<file path="config.mk">
export PLATFORM = sky130hd
export DESIGN_NAME = board_store
export DESIGN_NICKNAME = d
export VERILOG_FILES = /design/src/rtl/game_pkg.sv /design/src/rtl/tile_max.sv /design/src/rtl/board_store.sv
export SDC_FILE = /design/constraint.sdc
export NUM_CORES = 1
export LEC_CHECK = 0
export CAP_MARGIN = 20
export CORE_ASPECT_RATIO = 0.5
export CORE_MARGIN = 2
export CORE_UTILIZATION = 43
export CTS_CLUSTER_DIAMETER = 40
export DETAILED_ROUTE_END_ITERATION = 8
export PLACE_DENSITY = 0.7
export SYNTH_ARGS = -nofsm -noshare
export SYNTH_HDL_FRONTEND = slang
export SYNTH_HIERARCHICAL = 1
export SYNTH_SLANG_ARGS = --single-unit
</file>
<file path="constraint.sdc">
create_clock -name clock -period 5.4 [get_ports clock]
set_clock_uncertainty 0.2 [all_clocks]
set_input_delay 0.81 -clock clock [delete_from_list [all_inputs] [get_ports clock]]
set_output_delay 0.81 -clock clock [all_outputs]
set_load 0.01 [all_outputs]
</file>
<file path="src/rtl/game_pkg.sv">
// game_pkg: shared board geometry, tile constants, scanner states and tile helpers.
package game_pkg;
  localparam int TILES = 16;
  localparam int TILE_W = 4;
  localparam int BOARD_W = TILES * TILE_W;
  localparam logic [TILE_W-1:0] WIN_TILE = 4'd11;
  localparam logic [TILE_W-1:0] EMPTY_TILE = 4'd0;
  localparam logic [3:0] LAST_IDX = 4'd15;
  typedef enum logic [1:0] {S_IDLE, S_SNAP, S_ISSUE, S_WAIT_ACK} scan_state_t;
  function automatic logic [TILE_W-1:0] max2(input logic [TILE_W-1:0] a, input logic [TILE_W-1:0] b);
    return a > b ? a : b;
  endfunction
  // Tile 0 lives in the top nibble, so tile i starts at bit 4*(15-i) = {~i, 2'b00}.
  function automatic logic [TILE_W-1:0] tile_at(input logic [BOARD_W-1:0] b, input logic [3:0] i);
    return b[{~i, 2'b00} +: TILE_W];
  endfunction
endpackage

</file>
<file path="src/rtl/tile_max.sv">
// tile_max: combinational balanced max tree over the 16 board tiles.
module tile_max import game_pkg::*; (
  input  logic [BOARD_W-1:0] board,
  output logic [TILE_W-1:0]  max_tile
);
  logic [TILE_W-1:0] l1 [8];
  logic [TILE_W-1:0] l2 [4];
  logic [TILE_W-1:0] l3 [2];
  for (genvar i = 0; i < 8; i++) begin : g_l1
    assign l1[i] = max2(board[(2*i)*TILE_W +: TILE_W], board[(2*i+1)*TILE_W +: TILE_W]);
  end
  for (genvar i = 0; i < 4; i++) begin : g_l2
    assign l2[i] = max2(l1[2*i], l1[2*i+1]);
  end
  for (genvar i = 0; i < 2; i++) begin : g_l3
    assign l3[i] = max2(l2[2*i], l2[2*i+1]);
  end
  assign max_tile = max2(l3[0], l3[1]);
endmodule

</file>
<file path="src/rtl/board_store.sv">
// board_store: game board register with move counter, best tile and a tile-serial drawer scanner.
module board_store import game_pkg::*; #(
  parameter int CNT_W = 16
) (
  input  logic               clock,
  input  logic               reset,
  input  logic               update,
  input  logic [BOARD_W-1:0] newvalues,
  output logic [BOARD_W-1:0] oldvalues,
  output logic               changed,
  output logic [CNT_W-1:0]   moves,
  output logic [TILE_W-1:0]  best_tile,
  output logic               draw_req,
  output logic [3:0]         draw_idx,
  output logic [TILE_W-1:0]  draw_val,
  input  logic               draw_ack,
  output logic               busy
);
  scan_state_t state, state_nx;
  logic [BOARD_W-1:0] snap, snap_nx;
  logic [3:0] idx, idx_nx, draw_idx_nx;
  logic [TILE_W-1:0] draw_val_nx, max_now;
  logic pending, load_diff, ack_take, draw_req_nx;
  assign load_diff = update && (newvalues != oldvalues);
  assign ack_take = draw_req && draw_ack;
  assign busy = (state != S_IDLE) || pending;
  tile_max u_max (.board(oldvalues), .max_tile(max_now));
  always_ff @(posedge clock) begin
    if (reset) begin
      oldvalues <= '0;
      changed <= 1'b0;
      moves <= '0;
      best_tile <= EMPTY_TILE;
      pending <= 1'b1;
    end else begin
      if (update) oldvalues <= newvalues;
      changed <= load_diff;
      if (load_diff && !(&moves)) moves <= moves + 1'b1;
      best_tile <= max_now;
      // A load on the snapshot edge keeps pending set so the new board is rescanned.
      pending <= load_diff || (pending && state != S_SNAP);
    end
  end
  always_ff @(posedge clock) begin
    if (reset) state <= S_IDLE;
    else state <= state_nx;
  end
  always_comb begin
    state_nx = state == S_IDLE  ? (pending ? S_SNAP : S_IDLE) :
               state == S_SNAP  ? S_ISSUE :
               state == S_ISSUE ? S_WAIT_ACK :
               ack_take         ? (idx == LAST_IDX ? S_IDLE : S_ISSUE) : S_WAIT_ACK;
  end
  always_comb begin
    snap_nx = state == S_SNAP ? oldvalues : snap;
    idx_nx = state == S_SNAP ? 4'd0 :
             (state == S_WAIT_ACK && ack_take && idx != LAST_IDX) ? idx + 4'd1 : idx;
    draw_req_nx = state == S_ISSUE ? 1'b1 : (state == S_WAIT_ACK && ack_take) ? 1'b0 : draw_req;
    draw_idx_nx = state == S_ISSUE ? idx : draw_idx;
    draw_val_nx = state == S_ISSUE ? tile_at(snap, idx) : draw_val;
  end
  always_ff @(posedge clock) begin
    if (reset) begin
      snap <= '0;
      idx <= 4'd0;
      draw_req <= 1'b0;
      draw_idx <= 4'd0;
      draw_val <= EMPTY_TILE;
    end else begin
      snap <= snap_nx;
      idx <= idx_nx;
      draw_req <= draw_req_nx;
      draw_idx <= draw_idx_nx;
      draw_val <= draw_val_nx;
    end
  end
endmodule

</file>
After elaboration in Yosys (flattened, before gate mapping)
Index checks and enable logic that the tools add are counted.
{"block": "totals", "regBits": 165, "in_bits": 68, "elab_cells": 74, "memories": 0, "ramBits": 0, "mem_bits_ro": 0, "latchBits": 0, "output_inout_bits": 95}
{"block": "classes", "addsub": 2, "n_div": 0, "shifts": 1, "n_bitwise": 1, "mul": 0, "reduce_logical": 14, "muxes": 23, "eq_ne": 7, "magnitude_cmp": 15}
{"operator": "!= test 64 bit", "n": 1}
{"operator": "variable part select 64 x 7 -> 4 bit", "n": 1}
{"operator": "greater-than comparator 4 bit", "n": 15}
{"operator": "2-to-1 mux 4 bit", "n": 15}
{"operator": "adder 16 x 1 -> 16 bit, second input constant", "n": 1}
{"operator": "AND reduction 16 bit", "n": 1}
{"operator": "2-to-1 mux 2 bit", "n": 5}
{"operator": "logical AND 1 bit", "n": 6}
{"operator": "adder 4 x 1 -> 4 bit, second input constant", "n": 1}
{"operator": "equality test 2 bit, second input constant", "n": 2}
{"operator": "equality test 4 bit, second input constant", "n": 1}
{"operator": "!= test 4 bit, second input constant", "n": 1}
{"operator": "inverter 4 bit", "n": 1}
{"operator": "nonzero test 2 bit", "n": 2}
{"operator": "2-to-1 mux 1 bit", "n": 3}
{"operator": "equality test 2 x 1 -> 1 bit, second input constant", "n": 1}
{"operator": "logical NOT 2 bit", "n": 1}
{"operator": "logical OR 1 bit", "n": 2}
{"operator": "!= test 2 x 1 -> 1 bit, second input constant", "n": 1}
{"operator": "OR reduction 2 bit", "n": 1}
{"operator": "logical NOT 1 bit", "n": 1}

Logic depth before layout (Yosys ltp)
Gate-level depths: netlist of run 1.
{"block": "logic_depth", "depth_word": 8, "depth_mapped": 30, "depth_no_buf": 30}

Hierarchy
Netlist of run 1, hierarchy kept.
{"mod": "board_store", "cells_each": 791, "instances": 1, "area_per_inst_um2": 7363.3, "seq_area_each_um2": 3303.2}
{"mod": "tile_max", "cells_each": 291, "instances": 1, "area_per_inst_um2": 2190.9, "seq_area_each_um2": 0.0}

Worst setup path after synthesis of run 1
Ideal clock, no wire load.
{"block": "synth_timing", "path_kind": "register to register", "from": "register oldvalues[21]", "to": "register best_tile[3]", "setup_slack_ns": -0.199, "period_less_slack_ns": 5.599, "n_path_buf": 0, "stages_incl_launch_ff": 29, "arrival_ns": 5.271, "setup_ns": 0.127, "t_required_ns": 5.073, "cell_sequence": "dfxtp_1 > inv_1 > ha_1 > nor2b_1 > o21ai_1 > a21oi_2 > mux2i_1 > inv_1 > ha_1 > o21ai_0 > o311a_1 > o21ai_1 > mux2i_1 > inv_1 > ha_1 > a21oi_1 > a31oi_1 > a41oi_1 > and3_1 > mux2i_1 > inv_1 > ha_1 > o21ai_0 > nand2b_1 > a21oi_1 > a41o_1 > a21boi_0 > a2bb2oi_2 > nor2b_1"}
{"block": "synth_via", "elab_chain_len": 8}
{"element": "start: declaration", "line_no": "board_store.sv:9", "source": "output logic [BOARD_W-1:0] oldvalues,"}
{"element": "start signal: assignment", "line_no": "board_store.sv:36", "source": "if (update) oldvalues <= newvalues;"}
{"element": "greater-than comparator 4 bit", "line_no": "game_pkg.sv:11", "source": "return a > b ? a : b;"}
{"element": "2-to-1 mux 4 bit *", "line_no": "game_pkg.sv:11"}
{"element": "greater-than comparator 4 bit", "line_no": "game_pkg.sv:11"}
{"element": "2-to-1 mux 4 bit *", "line_no": "game_pkg.sv:11"}
{"element": "greater-than comparator 4 bit", "line_no": "game_pkg.sv:11"}
{"element": "2-to-1 mux 4 bit *", "line_no": "game_pkg.sv:11"}
{"element": "greater-than comparator 4 bit", "line_no": "game_pkg.sv:11"}
{"element": "2-to-1 mux 4 bit *", "line_no": "game_pkg.sv:11"}
{"element": "via max_now[3]", "line_no": "board_store.sv:22", "source": "logic [TILE_W-1:0] draw_val_nx, max_now;"}
{"element": "end signal: assignment", "line_no": "board_store.sv:39", "source": "best_tile <= max_now;"}
{"element": "end: declaration", "line_no": "board_store.sv:12", "source": "output logic [TILE_W-1:0] best_tile,"}
The timed path passes the listed nets; every way through them passes the cells marked *.
A chain may end at the register's enable or synchronous reset.

Worst setup path after layout of run 1
{"block": "layout_timing", "from": "register oldvalues[23]", "to": "register best_tile[3]"}
Same word-level chain as after synthesis.

==> impl_metrics.toml, run 1 <==
[outcome]
status = "finished, violations left"
violations = "setup timing"

[sta]
min_period_over_period_pct = 102.0
worst_pin_slew_ns = 1.038
hold_violations = 0
rsz0062_at_grt = "true"
layout_setup_ws_ns = -0.1063
fmax_mhz = 181.6
final_max_slew_viol_count = 0
relSlewSlack_pct = 30.70
min_period_ns = 5.506
setup-tns-final_ns = -0.2647
hold_ws_ns = 0.2545
finalSetupViolations = 4

[power_and_ir_drop]
switchingPower_mw = 1.427
seqPwrFrac_pct = 29.8
p_per_area_nw_per_um2 = 328.6
pwr-share-comb_pct = 40.5
p_clk_share_pct = 29.7
p_sw_share_pct = 32.40
p_int_mw = 2.978
p_leak_nw = 5.259
ir_drop_v = 0.0002305

[drt]
post_drt_wl_per_cell_um = 18.31
first_pass_iters = 5
viasPerCell = 5.333
postRouteWirelength_um = 30360
postRouteAntennaNets = 0
vias = 8842
drc = 0
drt_iter0_markers = 575

[die]
row_count = 38
core-area_um2 = 21730
dieArea_um2 = 23500
die_h_um = 109.4
pin_count = 163
dieWidth_um = 214.8
start_util_pct = 43.97

[critical_path]
ff2ff_setup_slack_ns = -0.11
cp.arrival_ns = 5.62
crit_slowest_cell = "o311a_1"
cp-start-kind = "flop"
crit_path_end_kind = "flop"
crit_fanout = 6
critPathBufInv = 9
crit_required_ns = 5.51
worstSetupPathType = "flop to flop"
cpPeakStageDelay_ns = 0.38
critical-path-top-delay-family = "compound AO/OA/AOI/OAI gates"
crit_top_cell = "buf_4"

[global_routing]
antenna_found_initial = 1
grt_first_pass_wirelength_um = 46060
grt_max_degree = 76
grt_use_total_pct = 25.32
grt_overflow = 0
first_global_vias = 8602

[cells_and_area]
drive_above_1_share_pct = 23.49
fin_nets = 1467
final_cell_mix = "nand2_1 (164), clkdlybuf4s50_1 (160), dfxtp_1 (148)"
final_cell_area_um2 = 13410
area_growth_pct = 40.31
diodes = 0
final_common_cell = "nand2_1"

[yosys]
syn_inst = 1082
async_reset_ff_share_pct = 0
synth_seq_cells = 165
synth.area.top_cells = "dfxtp_1 (35%), mux2i_1 (10%), ha_1 (7.1%)"
synthFlopType = "dfxtp_1"
syn_area_per_cell_um2 = 8.830
yosys_warnings = 6
syn_nets = 1204
synth-edff-count = 0
synthesis.area_um2 = 9554
synth_top_area_share_pct = 34.57
yosysSeqAreaShare_pct = 34.57
synth.distinct_cells = 71
synth_top_cell_by_area = "dfxtp_1"

[clock_tree]
clk_latency_ns = 0.44
cts_buffers = 17
numClockSinks = 165
cts_tree = "yes"
ctsRootBufferMaster = "clkbuf_16"
cts-htree-levels = 4
clockBufferDepth = 2
clk_pin_slew_ns = 0.07

[place]
port-buffer-count = 162
hpwl_um = 22190
placed_area_um2 = 12150
gp_congestion = 0.9338

[worst_hold_path]
hp-class = "flop to flop"

[job]
cap_violations = 0
[layer usage]
layer	vias up	wire (um)	track usage, %
li1	4283	-	-
met1	4275	14090	34.29
met2	236	14150	41.79
met3	48	1445	4.149
met4	0	670	8.085
met5	-	0	0
[power groups by stage]
| stage | Clock [mW] | Sequential, mW | Combinational [mW] |
|---|---|---|---|
| 6_report | 1.31 | 1.31 | 1.78 |
| 5_1_grt | 1.39 | 1.32 | 1.90 |
| 4_1_cts | 1.33 | 1.31 | 1.52 |
| 3_5_place_dp | 0 | 1.34 | 1.38 |
| 3_3_place_gp | 0 | 1.34 | 1.35 |
| 2_1_floorplan | 0 | 1.37 | 0.806 |
[final timing paths]
kind,start,cells after the start,to
worst max-delay path,oldvalues[23],30,best_tile[3]
worst min-delay path,draw_idx[2],2,draw_idx[2]
worst max register to register,oldvalues[23],30,best_tile[3]
worst min register to register,draw_idx[2],2,draw_idx[2]
[logic make-up after synthesis]
| kind of cell | share of synthesized area (%) |
|---|---|
| muxes | 17.40 |
| xor gates and xnor gates | 6.325 |
| adders and majority gates | 7.072 |
| DFF | 34.57 |
| and+or+nand+nor | 19.26 |
| buffers and inverters | 4.898 |
| AOI/OAI and AO/OA | 10.46 |
[worst register-to-register path, delay by kind of cell, from the launching register on]
family                   cells  cell delay [ns]
AO/OA/AOI/OAI               11             1.65
buffers and inverters        9             0.97
adder cells (fa/ha/maj)      3             0.88
multiplexers                 3             0.75
AND/OR/NAND/NOR              4             0.58
flip-flops                   1             0.32
[metrics by stage]
| stage | total power [mW] | utilization (%) | setup WS [ns] | cells |
|---|---|---|---|---|
| floorplan | 2.179 | - | 0.01363 | 1082 |
| global placement | 2.687 | 55.94 | 0.02611 | 1599 |
| detailed placement | 2.719 | 55.94 | -0.2280 | 1599 |
| CTS | 4.154 | 59.85 | 0.008299 | 1645 |
| global route | 4.605 | 61.70 | -0.3038 | 1658 |
| finish | 4.405 | 61.70 | -0.1063 | 1658 |
[cell type report]
| type | count | area [um^2] |
|---|---|---|
| fillers | 1856 | 8323 |
| clock inverters | 14 | 183.9 |
| inverters | 55 | 206.4 |
| clock buffers | 18 | 439.2 |
| multi-input cells | 809 | 6231 |
| flip-flops and latches | 165 | 3324 |
| repair buffers | 297 | 2645 |
| well taps | 300 | 375.4 |
[flip-flops by register name (all words and copies together), names as in the netlist]
register and cells:
best_tile 4, oldvalues 64, idx 4, draw_idx 4, draw_val 4, snap 64, draw_req 1, state 2
pending 1, changed 1, moves 16
[cell usage after synthesis, types with 5 or more instances]
master	number
nor2_1	95
mux2_2	5
a21oi_1	106
nand3_1	11
dfxtp_1	165
o21ai_0	16
and3_1	5
mux2i_1	95
buf_2	10
a31oi_1	5
inv_1	55
mux2_4	12
o21ai_1	8
and4_1	6
xnor2_1	66
nand4_1	30
or3_1	5
clkbuf_1	29
nor3_2	5
nor3_1	8
nand2_1	164
buf_1	9
mux4_2	17
nor2b_1	26
ha_1	54
[repair_timing]
| item | CTS | global route |
|---|---|---|
| endpoints found under the hold margin | 0 | 0 |
| hold buffers | 0 | 0 |
| gates resized for setup | 21 | 62 |
| setup buffers | 14 | 13 |
| cloned | 0 | 0 |
| pin swaps | 14 | 26 |
| setup endpoints to repair | 4 | 4 |
Note: power is estimated with default switching activity, not from simulation.
==> run 2, diff against run 1 <==
CAP_MARGIN = not set   (was 20)
==> results of run 2 <==
No change in the layout: final DEF, timing and power equal those of run 1.
